<file path="src/rtl/cdb_arbiter_pkg.sv">
// Shared constants for the common data bus (CDB) arbiter slice.
//
// Contents:
//   ROB_ID_W        - width of a reorder-buffer tag (tag 0 means "no tag")
//   CDB_FIFO_DEPTH  - default number of entries per source result FIFO
//   CDB_SRC_ALU/LSB - encoding of the cdb_src broadcast field
package cdb_arbiter_pkg;

    localparam int   ROB_ID_W       = 5;
    localparam int   CDB_FIFO_DEPTH = 4;

    localparam logic CDB_SRC_ALU    = 1'b0;
    localparam logic CDB_SRC_LSB    = 1'b1;

endpackage

</file>
<file path="src/rtl/cdb_result_fifo.sv">
// Synchronous result FIFO, one instance per CDB producer.
//
// Ports:
//   clk, rst     - clock and synchronous active-high reset
//   flush        - clears the FIFO in the same way as rst
//   push         - write push_data at the tail (dropped if full and not popping)
//   pop          - retire the head entry (ignored when empty)
//   push_data    - entry to write
//   head         - current head entry (meaningless when count is 0)
//   count        - number of stored entries, 0..DEPTH
module cdb_result_fifo #(
    parameter int DEPTH = 4,
    parameter int W     = 37
) (
    input  logic                     clk,
    input  logic                     rst,
    input  logic                     flush,
    input  logic                     push,
    input  logic                     pop,
    input  logic [W-1:0]             push_data,
    output logic [W-1:0]             head,
    output logic [$clog2(DEPTH):0]   count
);

    localparam int PTR_W = $clog2(DEPTH);
    localparam int CNT_W = PTR_W + 1;

    logic [W-1:0]     mem_q [DEPTH];
    logic [W-1:0]     mem_d [DEPTH];
    logic [PTR_W-1:0] wr_ptr_q, wr_ptr_d;
    logic [PTR_W-1:0] rd_ptr_q, rd_ptr_d;
    logic [CNT_W-1:0] count_q, count_d;
    logic             push_ok;
    logic             pop_ok;
    logic             full;
    logic             empty;

    assign full  = (count_q == CNT_W'(DEPTH));
    assign empty = (count_q == '0);
    assign head  = mem_q[rd_ptr_q];
    assign count = count_q;

    // A push into a full FIFO is only accepted when the head leaves in the
    // same edge; otherwise the entry is silently dropped.
    always_comb begin
        push_ok  = push && (!full || pop);
        pop_ok   = pop && !empty;
        mem_d    = mem_q;
        wr_ptr_d = wr_ptr_q;
        rd_ptr_d = rd_ptr_q;
        count_d  = count_q;
        if (push_ok) begin
            mem_d[wr_ptr_q] = push_data;
            wr_ptr_d        = wr_ptr_q + PTR_W'(1);
        end
        if (pop_ok) begin
            rd_ptr_d = rd_ptr_q + PTR_W'(1);
        end
        unique case ({push_ok, pop_ok})
            2'b10:   count_d = count_q + CNT_W'(1);
            2'b01:   count_d = count_q - CNT_W'(1);
            default: count_d = count_q;
        endcase
    end

    always_ff @(posedge clk) begin
        if (rst || flush) begin
            mem_q    <= '{default: '0};
            wr_ptr_q <= '0;
            rd_ptr_q <= '0;
            count_q  <= '0;
        end else begin
            mem_q    <= mem_d;
            wr_ptr_q <= wr_ptr_d;
            rd_ptr_q <= rd_ptr_d;
            count_q  <= count_d;
        end
    end

endmodule

</file>
<file path="src/rtl/cdb_arbiter.sv">
// Common data bus arbiter: shares one registered broadcast bus between the
// ALU and the load/store buffer. Each producer feeds a small result FIFO and
// a round-robin arbiter drains one result per cycle onto the CDB.
//
// Build option:
//   CDB_BYPASS_EN - when defined, an empty FIFO forwards the incoming result
//                   straight to the arbiter (1-cycle latency); otherwise every
//                   result is queued first (2-cycle minimum latency).
//
// Ports:
//   clk, rst                      - clock, synchronous active-high reset
//   rdy                           - global enable; low freezes all state
//   flush                         - wrong-path recovery, clears everything
//   alu_valid/alu_res/alu_rob_id  - ALU result input (tag 0 ignored)
//   lsb_valid/lsb_res/lsb_rob_id  - LSB result input (tag 0 ignored)
//   alu_afull, lsb_afull          - almost-full backpressure to producers
//   cdb_valid/cdb_res/cdb_rob_id  - registered broadcast
//   cdb_src                       - broadcast source, 0 = ALU, 1 = LSB
module cdb_arbiter #(
    parameter int FIFO_DEPTH = cdb_arbiter_pkg::CDB_FIFO_DEPTH,
    parameter int ROB_ID_W   = cdb_arbiter_pkg::ROB_ID_W
) (
    input  logic                clk,
    input  logic                rst,
    input  logic                rdy,
    input  logic                flush,
    input  logic                alu_valid,
    input  logic [31:0]         alu_res,
    input  logic [ROB_ID_W-1:0] alu_rob_id,
    input  logic                lsb_valid,
    input  logic [31:0]         lsb_res,
    input  logic [ROB_ID_W-1:0] lsb_rob_id,
    output logic                alu_afull,
    output logic                lsb_afull,
    output logic                cdb_valid,
    output logic [31:0]         cdb_res,
    output logic [ROB_ID_W-1:0] cdb_rob_id,
    output logic                cdb_src
);

    import cdb_arbiter_pkg::*;

    localparam int W     = 32 + ROB_ID_W;
    localparam int CNT_W = $clog2(FIFO_DEPTH) + 1;

    logic [W-1:0]        alu_in_data, lsb_in_data;
    logic [W-1:0]        alu_head, lsb_head;
    logic [CNT_W-1:0]    alu_count, lsb_count;
    logic                alu_in_ok, lsb_in_ok;
    logic                alu_empty, lsb_empty;
    logic                alu_cand, lsb_cand;
    logic [W-1:0]        alu_cand_data, lsb_cand_data;
    logic                alu_grant, lsb_grant;
    logic                alu_push, lsb_push;
    logic                alu_pop, lsb_pop;
    logic [W-1:0]        win_data;

    logic                rr_q, rr_d;
    logic                cdb_valid_q, cdb_valid_d;
    logic [31:0]         cdb_res_q, cdb_res_d;
    logic [ROB_ID_W-1:0] cdb_rob_id_q, cdb_rob_id_d;
    logic                cdb_src_q, cdb_src_d;

    assign alu_in_ok   = alu_valid && (alu_rob_id != '0);
    assign lsb_in_ok   = lsb_valid && (lsb_rob_id != '0);
    assign alu_in_data = {alu_res, alu_rob_id};
    assign lsb_in_data = {lsb_res, lsb_rob_id};
    assign alu_empty   = (alu_count == '0);
    assign lsb_empty   = (lsb_count == '0);

    // The head always has precedence over the incoming result so that each
    // source broadcasts in arrival order.
`ifdef CDB_BYPASS_EN
    assign alu_cand      = !alu_empty || alu_in_ok;
    assign lsb_cand      = !lsb_empty || lsb_in_ok;
    assign alu_cand_data = alu_empty ? alu_in_data : alu_head;
    assign lsb_cand_data = lsb_empty ? lsb_in_data : lsb_head;
`else
    assign alu_cand      = !alu_empty;
    assign lsb_cand      = !lsb_empty;
    assign alu_cand_data = alu_head;
    assign lsb_cand_data = lsb_head;
`endif

    // Round-robin arbitration: rr_q names the source preferred on a tie and
    // always points at the loser of the last grant.
    always_comb begin
        lsb_grant = lsb_cand && (!alu_cand || (rr_q == CDB_SRC_LSB));
        alu_grant = alu_cand && !lsb_grant;
        rr_d      = rr_q;
        if (alu_grant) begin
            rr_d = CDB_SRC_LSB;
        end else if (lsb_grant) begin
            rr_d = CDB_SRC_ALU;
        end
    end

    // A granted result that came through the bypass never enters the FIFO;
    // every other accepted input is queued. Nothing moves while rdy is low.
    always_comb begin
        alu_push = rdy && alu_in_ok && !(alu_grant && alu_empty);
        lsb_push = rdy && lsb_in_ok && !(lsb_grant && lsb_empty);
        alu_pop  = rdy && alu_grant && !alu_empty;
        lsb_pop  = rdy && lsb_grant && !lsb_empty;
    end

    // Next broadcast: winner's payload, or an all-zero idle bus.
    always_comb begin
        win_data     = '0;
        cdb_valid_d  = 1'b0;
        cdb_src_d    = CDB_SRC_ALU;
        if (alu_grant) begin
            win_data    = alu_cand_data;
            cdb_valid_d = 1'b1;
            cdb_src_d   = CDB_SRC_ALU;
        end else if (lsb_grant) begin
            win_data    = lsb_cand_data;
            cdb_valid_d = 1'b1;
            cdb_src_d   = CDB_SRC_LSB;
        end
        cdb_res_d    = win_data[W-1:ROB_ID_W];
        cdb_rob_id_d = win_data[ROB_ID_W-1:0];
    end

    always_ff @(posedge clk) begin
        if (rst || flush) begin
            rr_q         <= CDB_SRC_ALU;
            cdb_valid_q  <= 1'b0;
            cdb_res_q    <= '0;
            cdb_rob_id_q <= '0;
            cdb_src_q    <= 1'b0;
        end else if (rdy) begin
            rr_q         <= rr_d;
            cdb_valid_q  <= cdb_valid_d;
            cdb_res_q    <= cdb_res_d;
            cdb_rob_id_q <= cdb_rob_id_d;
            cdb_src_q    <= cdb_src_d;
        end
    end

    cdb_result_fifo #(.DEPTH(FIFO_DEPTH), .W(W)) u_alu_fifo (
        .clk       (clk),
        .rst       (rst),
        .flush     (flush),
        .push      (alu_push),
        .pop       (alu_pop),
        .push_data (alu_in_data),
        .head      (alu_head),
        .count     (alu_count)
    );

    cdb_result_fifo #(.DEPTH(FIFO_DEPTH), .W(W)) u_lsb_fifo (
        .clk       (clk),
        .rst       (rst),
        .flush     (flush),
        .push      (lsb_push),
        .pop       (lsb_pop),
        .push_data (lsb_in_data),
        .head      (lsb_head),
        .count     (lsb_count)
    );

    // One free slot of slack covers a result the producer already issued.
    assign alu_afull  = (alu_count >= CNT_W'(FIFO_DEPTH - 1));
    assign lsb_afull  = (lsb_count >= CNT_W'(FIFO_DEPTH - 1));

    assign cdb_valid  = cdb_valid_q;
    assign cdb_res    = cdb_res_q;
    assign cdb_rob_id = cdb_rob_id_q;
    assign cdb_src    = cdb_src_q;

endmodule

</file>
<file path="config.mk">
export PLATFORM = sky130hd
export DESIGN_NAME = cdb_arbiter
export DESIGN_NICKNAME = d
export VERILOG_FILES = /design/src/rtl/cdb_arbiter_pkg.sv /design/src/rtl/cdb_result_fifo.sv /design/src/rtl/cdb_arbiter.sv
export SDC_FILE = /design/constraint.sdc
export NUM_CORES = 1
export LEC_CHECK = 0
export CORE_MARGIN = 2
export CORE_UTILIZATION = 60
export DETAILED_ROUTE_END_ITERATION = 7
export PLACE_DENSITY = 0.82
export SLEW_MARGIN = 40
export SYNTH_ARGS = -nofsm -noshare
export SYNTH_HDL_FRONTEND = slang
export SYNTH_SLANG_ARGS = --single-unit
</file>
<file path="constraint.sdc">
create_clock -name clk -period 6.4 [get_ports clk]
set_input_delay 1.28 -clock clk [delete_from_list [all_inputs] [get_ports clk]]
set_output_delay 1.28 -clock clk [all_outputs]
set_load 0.02 [all_outputs]
</file>
Word level (Yosys, flattened, before mapping)
Index checks and enable logic that the tools add are counted.
{"block": "classes", "add_sub_neg": 8, "multipliers": 0, "div": 0, "n_lt_le_gt_ge": 8, "n_eq_ne": 6, "shift": 0, "mux": 21, "bitwise_logic": 4, "n_reduce_logical": 39}
{"op": "bitwise mux 148 bit", "count": 2}
{"op": "two-way mux 37 bit", "count": 8}
{"op": "binary-select mux 37 bit (select 2 bit)", "count": 2}
{"op": "demux 37 bit (select 2 bit)", "count": 2}
{"op": "logical AND 1 bit", "count": 20}
{"op": ">= comparator 3 bit, second input constant", "count": 4}
{"op": "NOT 2 -> 3 bit", "count": 4}
{"op": "one-hot mux 3 bit (2 select lines)", "count": 2}
{"op": "nonzero test 5 bit", "count": 2}
{"op": "adder 2 x 1 -> 2 bit, second input constant", "count": 4}
{"op": "zero test 1 bit", "count": 7}
{"op": "adder 3 x 1 -> 3 bit, second input constant", "count": 2}
{"op": "== test 3 bit, second input constant", "count": 2}
{"op": ">= comparator 3 x 2 -> 1 bit, second input constant", "count": 2}
{"op": "zero test 3 bit", "count": 2}
{"op": "< comparator 3 x 1 -> 1 bit, second input constant", "count": 2}
{"op": "nonzero test 2 bit", "count": 3}
{"op": "subtractor 3 x 1 -> 3 bit, second input constant", "count": 2}
{"op": "two-way mux 1 bit", "count": 5}
{"op": "== test 2 x 1 -> 1 bit, second input constant", "count": 2}
{"op": "== test 2 bit, second input constant", "count": 2}
{"op": "logical OR 1 bit", "count": 4}
{"op": "AND reduction 2 bit", "count": 1}
{"block": "word_totals", "reg_bits": 350, "latchBits": 0, "mem_bits_rw": 0, "mem_bits_ro": 0, "input_bits": 80, "elab_cells": 105, "mem_count": 0}

Longest topological paths before layout
Gate-level depths: netlist (run 1).
{"block": "depth", "word_depth": 11, "mapped_depth": 11, "depth_no_buf": 9}

Hierarchy
A second synthesis (run 1) with hierarchy kept.
{"block": "unflattened", "cells_unflattened": 1432, "area_unflattened_um2": 15268.4}
{"mod": "cdb_result_fifo", "instances": 2, "cells_each": 614, "area_per_inst_um2": 6685.2, "seq_area_each_um2": 3103.0}
{"mod": "cdb_arbiter", "instances": 1, "cells_each": 204, "area_per_inst_um2": 1898.1, "seq_area_each_um2": 800.8}

Worst setup path after synthesis (run 1)
OpenSTA, ideal clock, no wires.
{"block": "synth_path", "kind": "in2reg", "startpoint": "input rdy", "endpoint": "register u_lsb_fifo.count_q[2], in the netlist u_lsb_fifo.count[2]", "setup_time_ns": 0.070, "arrival_time_ns": 3.354, "slack_ns": 2.976, "cell_stages": 10, "n_path_buf": 2, "cell_sequence": "clkbuf_1 o31ai_1 a21oi_2 buf_2 ha_1 inv_1 fa_1 xor2_1 or3_1 a21oi_1"}
{"block": "synth_via", "word_cells_on_any_way": 11, "classes_between": "eq/ne (2); mux (1); reduce/logical (8)"}
{"element": "from (decl)", "line": "cdb_arbiter.sv:25", "text": "input logic rdy,"}
{"element": "logical AND 1 bit * (2 in series)", "line": "cdb_arbiter.sv:104", "text": "lsb_pop = rdy && lsb_grant && !lsb_empty;"}
{"element": "logical AND 1 bit *", "line": "cdb_result_fifo.sv:47", "text": "pop_ok = pop && !empty;"}
{"element": "named net u_lsb_fifo.pop_ok", "line": "cdb_result_fifo.sv:34", "text": "logic pop_ok;"}
{"element": "== test 2 x 1 -> 1 bit or == test 2 bit (tied branches)", "line": "cdb_result_fifo.sv:59", "text": "unique case ({push_ok, pop_ok})"}
{"element": "one-hot mux 3 bit (2 select lines) or nonzero test 2 bit (tied branches)"}
{"element": "to (signal assigned)", "line": "cdb_result_fifo.sv:76", "text": "count_q <= count_d;"}
{"element": "to (decl)", "line": "cdb_result_fifo.sv:32", "text": "logic [CNT_W-1:0] count_q, count_d;"}
The timed path passes the listed nets; every way through them passes the cells marked *.
A chain may end at the register's enable or synchronous reset.

Final worst setup path (run 1)
{"block": "layout_path", "startpoint": "input rdy", "endpoint": "register u_lsb_fifo.count_q[2], in the netlist u_lsb_fifo.count[2]"}
{"block": "layout_via", "elab_chain_len": 6, "word_cells_on_any_way": 11, "classes_between": "eq/ne (2); mux (1); reduce/logical (8)"}
{"element": "logical AND 1 bit (2 in series)", "line": "cdb_arbiter.sv:104"}
{"element": "logical OR 1 bit", "line": "cdb_result_fifo.sv:46", "text": "push_ok = push && (!full || pop);"}
{"element": "logical AND 1 bit", "line": "cdb_result_fifo.sv:46"}
{"element": "== test 2 x 1 -> 1 bit or == test 2 bit (tied branches)", "line": "cdb_result_fifo.sv:59"}
{"element": "one-hot mux 3 bit (2 select lines) or nonzero test 2 bit (tied branches)"}
Several ways; a longest one is shown, not always the timed one.

==> key figures, run 1 <==
Setup path
  • CP top delay family: compound AO/OA/AOI/OAI gates
  • Critical-path top delay cell: sky130_fd_sc_hd__a21oi_4
  • Maximum fanout count along the critical path: 32
  • Data arrival time of the worst path: between 4 and 5 ns
  • Required time worst endpoint: 6.84 ns
  • Startpoint kind of the worst setup timing path: input port
  • CP peak stage delay: 0.55 ns
  • Cell-by-cell trace of the critical path: clkdlybuf4s50_1 > buf_4 > o31ai_1 > a21oi_4 > ha_1 > inv_1 > fa_1 > xor2_1 > or3_1 > a21oi_1
  • CP endpoint kind: flip-flop
  • CP bufs+invs: 3
  • Type of the worst setup path: in2reg

Die
  • Cell row count: 57
  • Count of pins on the block boundary: 121
  • Area enclosed by the die boundary: 26,200 um2
  • Die extent in y: 162 um
  • Horizontal die dimension: 162 um
  • Core footprint: 24,400 um2
  • Effective utilization at floorplan: 61.4%

Synthesis
  • Number of enable-type register cells in the synthesized netlist: 0
  • Synthesized area: 15,000 um2
  • Unique masters post-synth: 38
  • Warnings, synthesis: 0
  • Proportion of synthesized flip-flops having asynchronous set or reset: 0%
  • Dominant cells by area after synthesis: sky130_fd_sc_hd__dfxtp_1, sky130_fd_sc_hd__mux2i_1, sky130_fd_sc_hd__mux4_2
  • Post-synth top flop: sky130_fd_sc_hd__dfxtp_1
  • Number of standard cells after synthesis: 1,422
  • Portion of the post-synthesis area used by sequential elements: 46.8%
  • Mean area per synthesized cell: 10.5 um2
  • Flop and latch count out of synthesis: 350
  • Share of the synthesized area in the top cell type: 46.8%
  • Nets in the synthesized netlist: 1,514
  • Cell taking the most area after synthesis: sky130_fd_sc_hd__dfxtp_1

Timing
  • Min setup slack post-route: 2.63 ns
  • Count of pins over their slew limit: 0
  • Hold violation total from the final report: 0
  • Setup violations, final: 0
  • Timing-limited maximum frequency: 266 MHz
  • TNS Setup: 0 ns
  • Normalized max-slew margin: a little under half
  • Unrepaired setup endpoints after global routing: false
  • Skew final: 0.0196 ns
  • Period Utilization, post-route: 58.8%
  • Slew of the pin with the lowest slew margin: 0.786 ns
  • Final worst path period need: 3.77 ns

Clock tree
  • Setup Buffers After CTS: 0
  • Hold-fix buffers, CTS: 0
  • Reg clk slew, reported paths: 0.06 ns
  • Post-CTS sizing: 0
  • Clock sink count: 350
  • Maximum level of the CTS H-tree: 2
  • Clock insertion delay at the later pin of the skew report: 0.52 ns
  • CTS Buf Count: 36
  • CTS root buffer: sky130_fd_sc_hd__clkbuf_16
  • Clock tree from TritonCTS: done
  • Buffer levels on the longest clock path: 3

Hold path
  • Class of the tightest hold or removal check: reg2reg

Finish
  • N_diodes: 0
  • Post-Layout Inst Area: 17,500 um2
  • Fraction of final layout cells with drive strength greater than 1: 11.3%
  • Final core utilization: 71.6%
  • Count of nets after finishing: roughly 1,600
  • Area growth syn-to-layout: 16.7%

Global route
  • Global-route wire length before repair: roughly 57,000 um
  • Initial antenna violation count: 0
  • Vias in the first global route: roughly 11,000
  • Residual overflow from global routing: 0
  • Overall routing resource usage: 27.2%
  • Pin count of the biggest net entering global routing: 137

Power and ir drop
  • Static leakage: roughly 7.3 nW
  • Sequential power share: approximately 47%
  • Design internal power: 3.64 mW
  • Share of total power in the clock network: 47.2%
  • Worst voltage drop across the vdd grid: 0.187 mV
  • Power density normalized to cell area: 267 nW/um2
  • Total Power: 4.66 mW
  • Net switching power: 1.02 mW
  • Proportion of total power due to net switching: 21.9%
  • Proportion of power drawn by combinational gates: between 5 and 6%

Placement
  • Final weighted congestion in routability-driven placement: 0.811
  • Port Buf Inserts: 120
  • Placed cell areas: 16,200 um2
  • Setup WS pre-CTS: 2.15 ns
  • Post-DP HPWL: 22,200 um

Drt
  • Residual DRC: 0
  • Drt first-iter violations: 893
  • Via/cell ratio: 5.85
  • Post-detailed-routing wire length: 35,300 um
  • DRT antenna net count: 0
  • Post-DR wirelength/cell: 19.2 um
  • Via count: 10,700
  • DR pass1 iterations: 5

Job
  • Max_cap viols: 0

Status
  • Status: finished, final reports clean
[registers in the layout, indices dropped and copies added, names as in the netlist]
signal,count
u_alu_fifo.mem_q,148
u_alu_fifo.count,3
cdb_src,1
u_lsb_fifo.count,3
rr_q,1
cdb_valid,1
cdb_res,32
u_lsb_fifo.rd_ptr_q,2
u_alu_fifo.wr_ptr_q,2
u_lsb_fifo.mem_q,148
cdb_rob_id,5
u_lsb_fifo.wr_ptr_q,2
u_alu_fifo.rd_ptr_q,2
[cell families (layout without fill, tap and decap cells)]
kind of cell,Yosys count,in the layout,share of synthesized area [%]
AOI/OAI and AO/OA,103,103,4.50
xor gates and xnor gates,8,8,0.468
adders and majority gates,12,12,1.10
buffers and inverters,126,216,4.37
DFF,350,350,46.8
muxes,370,370,30.9
and+or+nand+nor,453,453,11.8
[worst reg2reg max path: stages (launching register included)]
cell                      delay (ns)
sky130_fd_sc_hd__dfxtp_1        0.43
sky130_fd_sc_hd__or3_1          0.43
sky130_fd_sc_hd__and3_1         0.74
sky130_fd_sc_hd__ha_1           0.30
sky130_fd_sc_hd__inv_1          0.06
sky130_fd_sc_hd__fa_1           0.37
sky130_fd_sc_hd__xor2_1         0.16
sky130_fd_sc_hd__or3_1          0.31
sky130_fd_sc_hd__a21oi_1        0.13
[power by group through the flow]
stage                     sequential (mW)  combinational (mW)  clock, mW
after floorplan                      2.26               0.147          0
after global placement               2.26               0.244          0
after detailed placement             2.26               0.252          0
after CTS                            2.21               0.254       2.22
after global routing                 2.21               0.272       2.31
final                                2.21               0.255       2.20
[layout make-up]
| class | count | area (um2) |
|---|---|---|
| Clock buffer | 50 | 1070 |
| Clock inverter | 15 | 190 |
| Fill cell | 1710 | 6920 |
| Inverter | 13 | 48.8 |
| Multi-Input combinational cell | 946 | 7360 |
| Sequential cell | 350 | 7010 |
| Tap cell | 324 | 405 |
| Timing Repair Buffer | 138 | 1370 |
[metrics by stage]
stage / hold WS (ns) / instances
floorplan: 0.432 / 1422
global placement: 0.439 / 1770
detailed placement: 0.450 / 1771
CTS: 0.458 / 1836
global route: 0.466 / 1836
finish: 0.457 / 1836
[path summary, 6_finish.rpt]
path                                            from              endpoint  slack [ns]  cells past startpoint
worst max-delay path                             rdy   u_lsb_fifo.count[2]        2.63                     10
worst min-delay path            u_alu_fifo.mem_q[36]  u_alu_fifo.mem_q[36]        0.46                      2
worst max register to register   u_alu_fifo.count[1]   u_alu_fifo.count[2]        3.39                      8
worst min register to register  u_alu_fifo.mem_q[36]  u_alu_fifo.mem_q[36]        0.46                      2
[cell usage after synthesis, types with 9 or more instances]
library cell and instances:
sky130_fd_sc_hd__a21oi_1 27, sky130_fd_sc_hd__a221oi_1 21, sky130_fd_sc_hd__a22oi_1 16, sky130_fd_sc_hd__buf_2 9
sky130_fd_sc_hd__buf_4 19, sky130_fd_sc_hd__buf_6 13, sky130_fd_sc_hd__clkbuf_1 68, sky130_fd_sc_hd__dfxtp_1 350
sky130_fd_sc_hd__ha_1 10, sky130_fd_sc_hd__inv_1 13, sky130_fd_sc_hd__mux2i_1 296, sky130_fd_sc_hd__mux4_2 74
sky130_fd_sc_hd__nand2_1 389, sky130_fd_sc_hd__nand3_1 12, sky130_fd_sc_hd__nor2_1 35, sky130_fd_sc_hd__o21ai_0 28
[per-layer routing]
metal / GRT usage [%] / wire length [um] / vias to the layer above
li1: - / - / 5071
met4: 10.3 / 1240 / 0
met5: 0 / 0 / -
met3: 3.29 / 1620 / 75
met2: 46.3 / 17400 / 296
met1: 35.7 / 15100 / 5290
[cells in the final DEF, fill, tap and decap left out, types with 4 or more instances in the layout]
| cell | Yosys | final |
|---|---|---|
| sky130_fd_sc_hd__bufinv_16 | 0 | 4 |
| sky130_fd_sc_hd__dfxtp_1 | 350 | 346 |
| sky130_fd_sc_hd__mux2i_1 | 296 | 296 |
| sky130_fd_sc_hd__or3_1 | 4 | 4 |
| sky130_fd_sc_hd__a21oi_1 | 27 | 27 |
| sky130_fd_sc_hd__xor2_1 | 4 | 4 |
| sky130_fd_sc_hd__buf_4 | 19 | 16 |
| sky130_fd_sc_hd__o21ai_0 | 28 | 28 |
| sky130_fd_sc_hd__a221oi_1 | 21 | 21 |
| sky130_fd_sc_hd__clkdlybuf4s50_1 | 0 | 120 |
| sky130_fd_sc_hd__ha_1 | 10 | 10 |
| sky130_fd_sc_hd__clkbuf_8 | 0 | 10 |
| sky130_fd_sc_hd__nor2_1 | 35 | 34 |
| sky130_fd_sc_hd__xnor2_1 | 4 | 4 |
| sky130_fd_sc_hd__nand3_1 | 12 | 7 |
| sky130_fd_sc_hd__nand3_2 | 0 | 5 |
| sky130_fd_sc_hd__mux4_2 | 74 | 74 |
| sky130_fd_sc_hd__inv_1 | 13 | 13 |
| sky130_fd_sc_hd__clkinv_2 | 0 | 6 |
| sky130_fd_sc_hd__nand2_1 | 389 | 389 |
| sky130_fd_sc_hd__a22oi_1 | 16 | 16 |
| sky130_fd_sc_hd__clkbuf_16 | 0 | 37 |
Note: power is estimated with default switching activity, not from simulation.
==> run 2: changes to the inputs <==
--- a/config.mk
+++ b/config.mk
@@ -6,9 +6,9 @@
 export NUM_CORES = 1
 export LEC_CHECK = 0
 export CORE_MARGIN = 2
-export CORE_UTILIZATION = 60
+export CORE_UTILIZATION = 53
 export DETAILED_ROUTE_END_ITERATION = 7
-export PLACE_DENSITY = 0.82
+export PLACE_DENSITY = 0.77
 export SLEW_MARGIN = 40
 export SYNTH_ARGS = -nofsm -noshare
 export SYNTH_HDL_FRONTEND = slang
==> constraint.sdc (replaced) <==
create_clock -name clk -period 3.45 [get_ports clk]
set_input_delay 0.69 -clock clk [delete_from_list [all_inputs] [get_ports clk]]
set_output_delay 0.69 -clock clk [all_outputs]
set_load 0.02 [all_outputs]
==> key figures, run 2 (synthesis results as in run 1) <==
Timing
  • Count of pins over their slew limit: 0 (unchanged)
  • Unrepaired setup endpoints after global routing: false (unchanged)
  • Period Utilization, post-route: 82.8%
  • TNS Setup: 0 ns (unchanged)
  • Skew final: 0.0256 ns (was 0.0196 ns)
  • Normalized max-slew margin: 44.9% (was 47.6%)
  • Slew of the pin with the lowest slew margin: 0.826 ns (was 0.786 ns)
  • Hold WS: 0.456 ns (was 0.457 ns)
  • Setup violations, final: 0 (unchanged)
  • Final worst path period need: 2.86 ns
  • Hold violation total from the final report: 0 (unchanged)
  • Timing-limited maximum frequency: 350 MHz

Setup path
  • Critical-path top delay cell: sky130_fd_sc_hd__or4_1 (was sky130_fd_sc_hd__a21oi_4)
  • CP endpoint kind: flip-flop (unchanged)
  • Worst reg-to-reg setup slack: 0.69 ns (was 3.39 ns)
  • Type of the worst setup path: in2reg (unchanged)
  • Maximum fanout count along the critical path: 2 (was 32)
  • Worst setup path startpoint: lsb_rob_id[1] (was rdy)
  • Cell-by-cell trace of the critical path: clkdlybuf4s50_1 > or4_1 > o211a_1 > nand2_1 > ha_1 > inv_1 > fa_1 > xor2_1 > or3_1 > a21oi_1 (was clkdlybuf4s50_1 > buf_4 > o31ai_1 > a21oi_4 > ha_1 > inv_1 > fa_1 > xor2_1 > or3_1 > a21oi_1)
  • Required time worst endpoint: 3.89 ns (was 6.84 ns)
  • Endpoint of the worst setup timing path: u_lsb_fifo.count[2] (unchanged)
  • CP peak stage delay: 0.63 ns (was 0.55 ns)
  • Data arrival time of the worst path: 3.30 ns (was 4.21 ns)
  • Depth of the worst register-to-register path: 9 (was 8)
  • Startpoint kind of the worst setup timing path: input port (unchanged)
  • Reg-to-reg critical path endpoint: u_alu_fifo.count[2] (unchanged)
  • Crit Reg-Reg Startpoint: u_lsb_fifo.count[0] (was u_alu_fifo.count[1])

Finish
  • Commonest non-fill, non-tap cell in the layout: sky130_fd_sc_hd__nand2_1 (unchanged)
  • Fraction of final layout cells with drive strength greater than 1: 12.2% (was 11.3%)
  • Count of nets after finishing: 1,595 (was 1,577)
  • Post-route non-filler standard cell count: 1,908 (was 1,836)
  • Final core utilization: 63.8% (was 71.6%)
  • N_diodes: 0 (unchanged)
  • Most used cells in the layout excluding fill and tap cells: sky130_fd_sc_hd__nand2_1, sky130_fd_sc_hd__dfxtp_1, sky130_fd_sc_hd__mux2i_1, sky130_fd_sc_hd__clkdlybuf4s50_1, sky130_fd_sc_hd__mux4_2 (unchanged)
  • Area growth syn-to-layout: 18.5% (was 16.7%)

Drt
  • Via/cell ratio: 5.69 (was 5.85)
  • Post-detailed-routing wire length: 35,900 um (was 35,300 um)
  • Drt first-iter violations: 628 (was 893)
  • DRT antenna net count: 0 (unchanged)
  • Residual DRC: 0 (unchanged)
  • DR pass1 iterations: 6 (was 5)
  • Via count: 10,900 (was 10,700)
  • Post-DR wirelength/cell: 18.8 um (was 19.2 um)

Status
  • Status: finished, final reports clean (unchanged)

Power and ir drop
  • Total Power: 8.57 mW (was 4.66 mW)
  • Static leakage: 7.37 nW (was 7.27 nW)
  • Power density normalized to cell area: 483 nW/um2 (was 267 nW/um2)
  • Worst voltage drop across the vdd grid: 0.376 mV (was 0.187 mV)

Global route
  • Overall routing resource usage: 24.5% (was 27.2%)
  • Vias in the first global route: 10,800 (was 10,900)
  • Global-route wire length before repair: 56,800 um (was 57,000 um)
  • Pin count of the biggest net entering global routing: 62 (was 137)
  • Initial antenna violation count: 0 (unchanged)
  • Residual overflow from global routing: 0 (unchanged)

Die
  • Core footprint: 27,800 um2 (was 24,400 um2)
  • Effective utilization at floorplan: 53.9% (was 61.4%)
  • Die extent in y: 172 um (was 162 um)
  • Cell row count: 61 (was 57)
  • Horizontal die dimension: 172 um (was 162 um)
  • Count of pins on the block boundary: 121 (unchanged)
  • Area enclosed by the die boundary: 29,600 um2 (was 26,200 um2)

Placement
  • Placed insts: 1,843 (was 1,771)
  • Port Buf Inserts: 120 (unchanged)
  • Final weighted congestion in routability-driven placement: 0.755 (was 0.811)
  • Post-DP HPWL: 23,100 um (was 22,200 um)

Clock tree
  • Clock insertion delay at the later pin of the skew report: 0.53 ns (was 0.52 ns)
  • CTS root buffer: sky130_fd_sc_hd__clkbuf_16 (unchanged)
  • Clock tree from TritonCTS: done (unchanged)
  • CTS Buf Count: 36 (unchanged)
  • Clock sink count: 350 (unchanged)
  • Buffer levels on the longest clock path: 3 (unchanged)
  • Setup Buffers After CTS: 0 (unchanged)
  • Hold-fix buffers, CTS: 0 (unchanged)
  • Reg clk slew, reported paths: 0.06 ns (about the same)
  • Post-CTS sizing: 0 (unchanged)
  • Maximum level of the CTS H-tree: 2 (unchanged)

Hold path
  • Class of the tightest hold or removal check: reg2reg (unchanged)
  • Worst Hold Path Cells: 2 (unchanged)

Job
  • Max_cap viols: 0 (unchanged)
## run 2: changes by cell type in the layout (fill, tap and decap cells not counted), moves of 2 or more
| cell | before | now |
|---|---|---|
| sky130_fd_sc_hd__clkinvlp_4 | 3 | 5 |
| sky130_fd_sc_hd__buf_4 | 16 | 24 |
| sky130_fd_sc_hd__inv_6 | 2 | 0 |
| sky130_fd_sc_hd__bufinv_16 | 4 | 2 |
| sky130_fd_sc_hd__clkbuf_8 | 10 | 8 |
| sky130_fd_sc_hd__clkbuf_1 | 3 | 5 |
| sky130_fd_sc_hd__buf_12 | 1 | 12 |
## run 2: layer usage
metal  track usage, %  wire length, um  vias up
met2             42.7            17800      327
met4             9.06             1130        0
li1                 -                -     5119
met1             31.2            15100     5338
met5                0                0        -
met3             3.48             1870       76
## run 2: critical path: cells and delay by family
kind | cells | cell delay, ns
xor gates and xnor gates | 1 | 0.15
AOI/OAI and AO/OA | 2 | 0.42
and+or+nand+nor | 3 | 1.01
adders and majority gates | 2 | 0.56
buffers and inverters | 2 | 0.47
## run 2: worst min path at each step
stage / startpoint / end
2_1_floorplan: u_lsb_fifo.mem_q[0] / u_lsb_fifo.mem_q[0]
3_3_place_gp: u_alu_fifo.mem_q[82] / u_alu_fifo.mem_q[82]
3_5_place_dp: u_lsb_fifo.mem_q[28] / u_lsb_fifo.mem_q[28]
4_1_cts: u_lsb_fifo.mem_q[8] / u_lsb_fifo.mem_q[8]
5_1_grt: u_lsb_fifo.mem_q[24] / u_lsb_fifo.mem_q[24]
6_report: u_lsb_fifo.mem_q[14] / u_lsb_fifo.mem_q[14]
## run 2: per-stage QoR
| stage | area [um2] | worst slack, ns |
|---|---|---|
| 2_1_floorplan | 15000 | 0.616 |
| 3_3_place_gp | 16500 | 0.0995 |
| 3_5_place_dp | 16500 | 0.0899 |
| 4_1_cts | 17700 | 0.614 |
| 5_1_grt | 17700 | 0.496 |
| 6_report | 17700 | 0.593 |
## run 2: area by class of cell
cell class	count	area (um2)
inverters	13	48.8
clock buffers	51	1080
flip-flops and latches	350	7020
well taps	378	473
repair buffers	156	1620
multi-input cells	946	7350
clock inverters	14	150
fillers	2190	10000
## run 2: where the power goes
part / switching, mW / internal [mW] / leakage [nW] / total (mW)
Clock: 1.63 / 2.35 / 0.593 / 3.98
Sequential: 0.0264 / 4.07 / 2.83 / 4.10
Combinational: 0.277 / 0.217 / 3.95 / 0.494
Total: 1.93 / 6.64 / 7.37 / 8.57
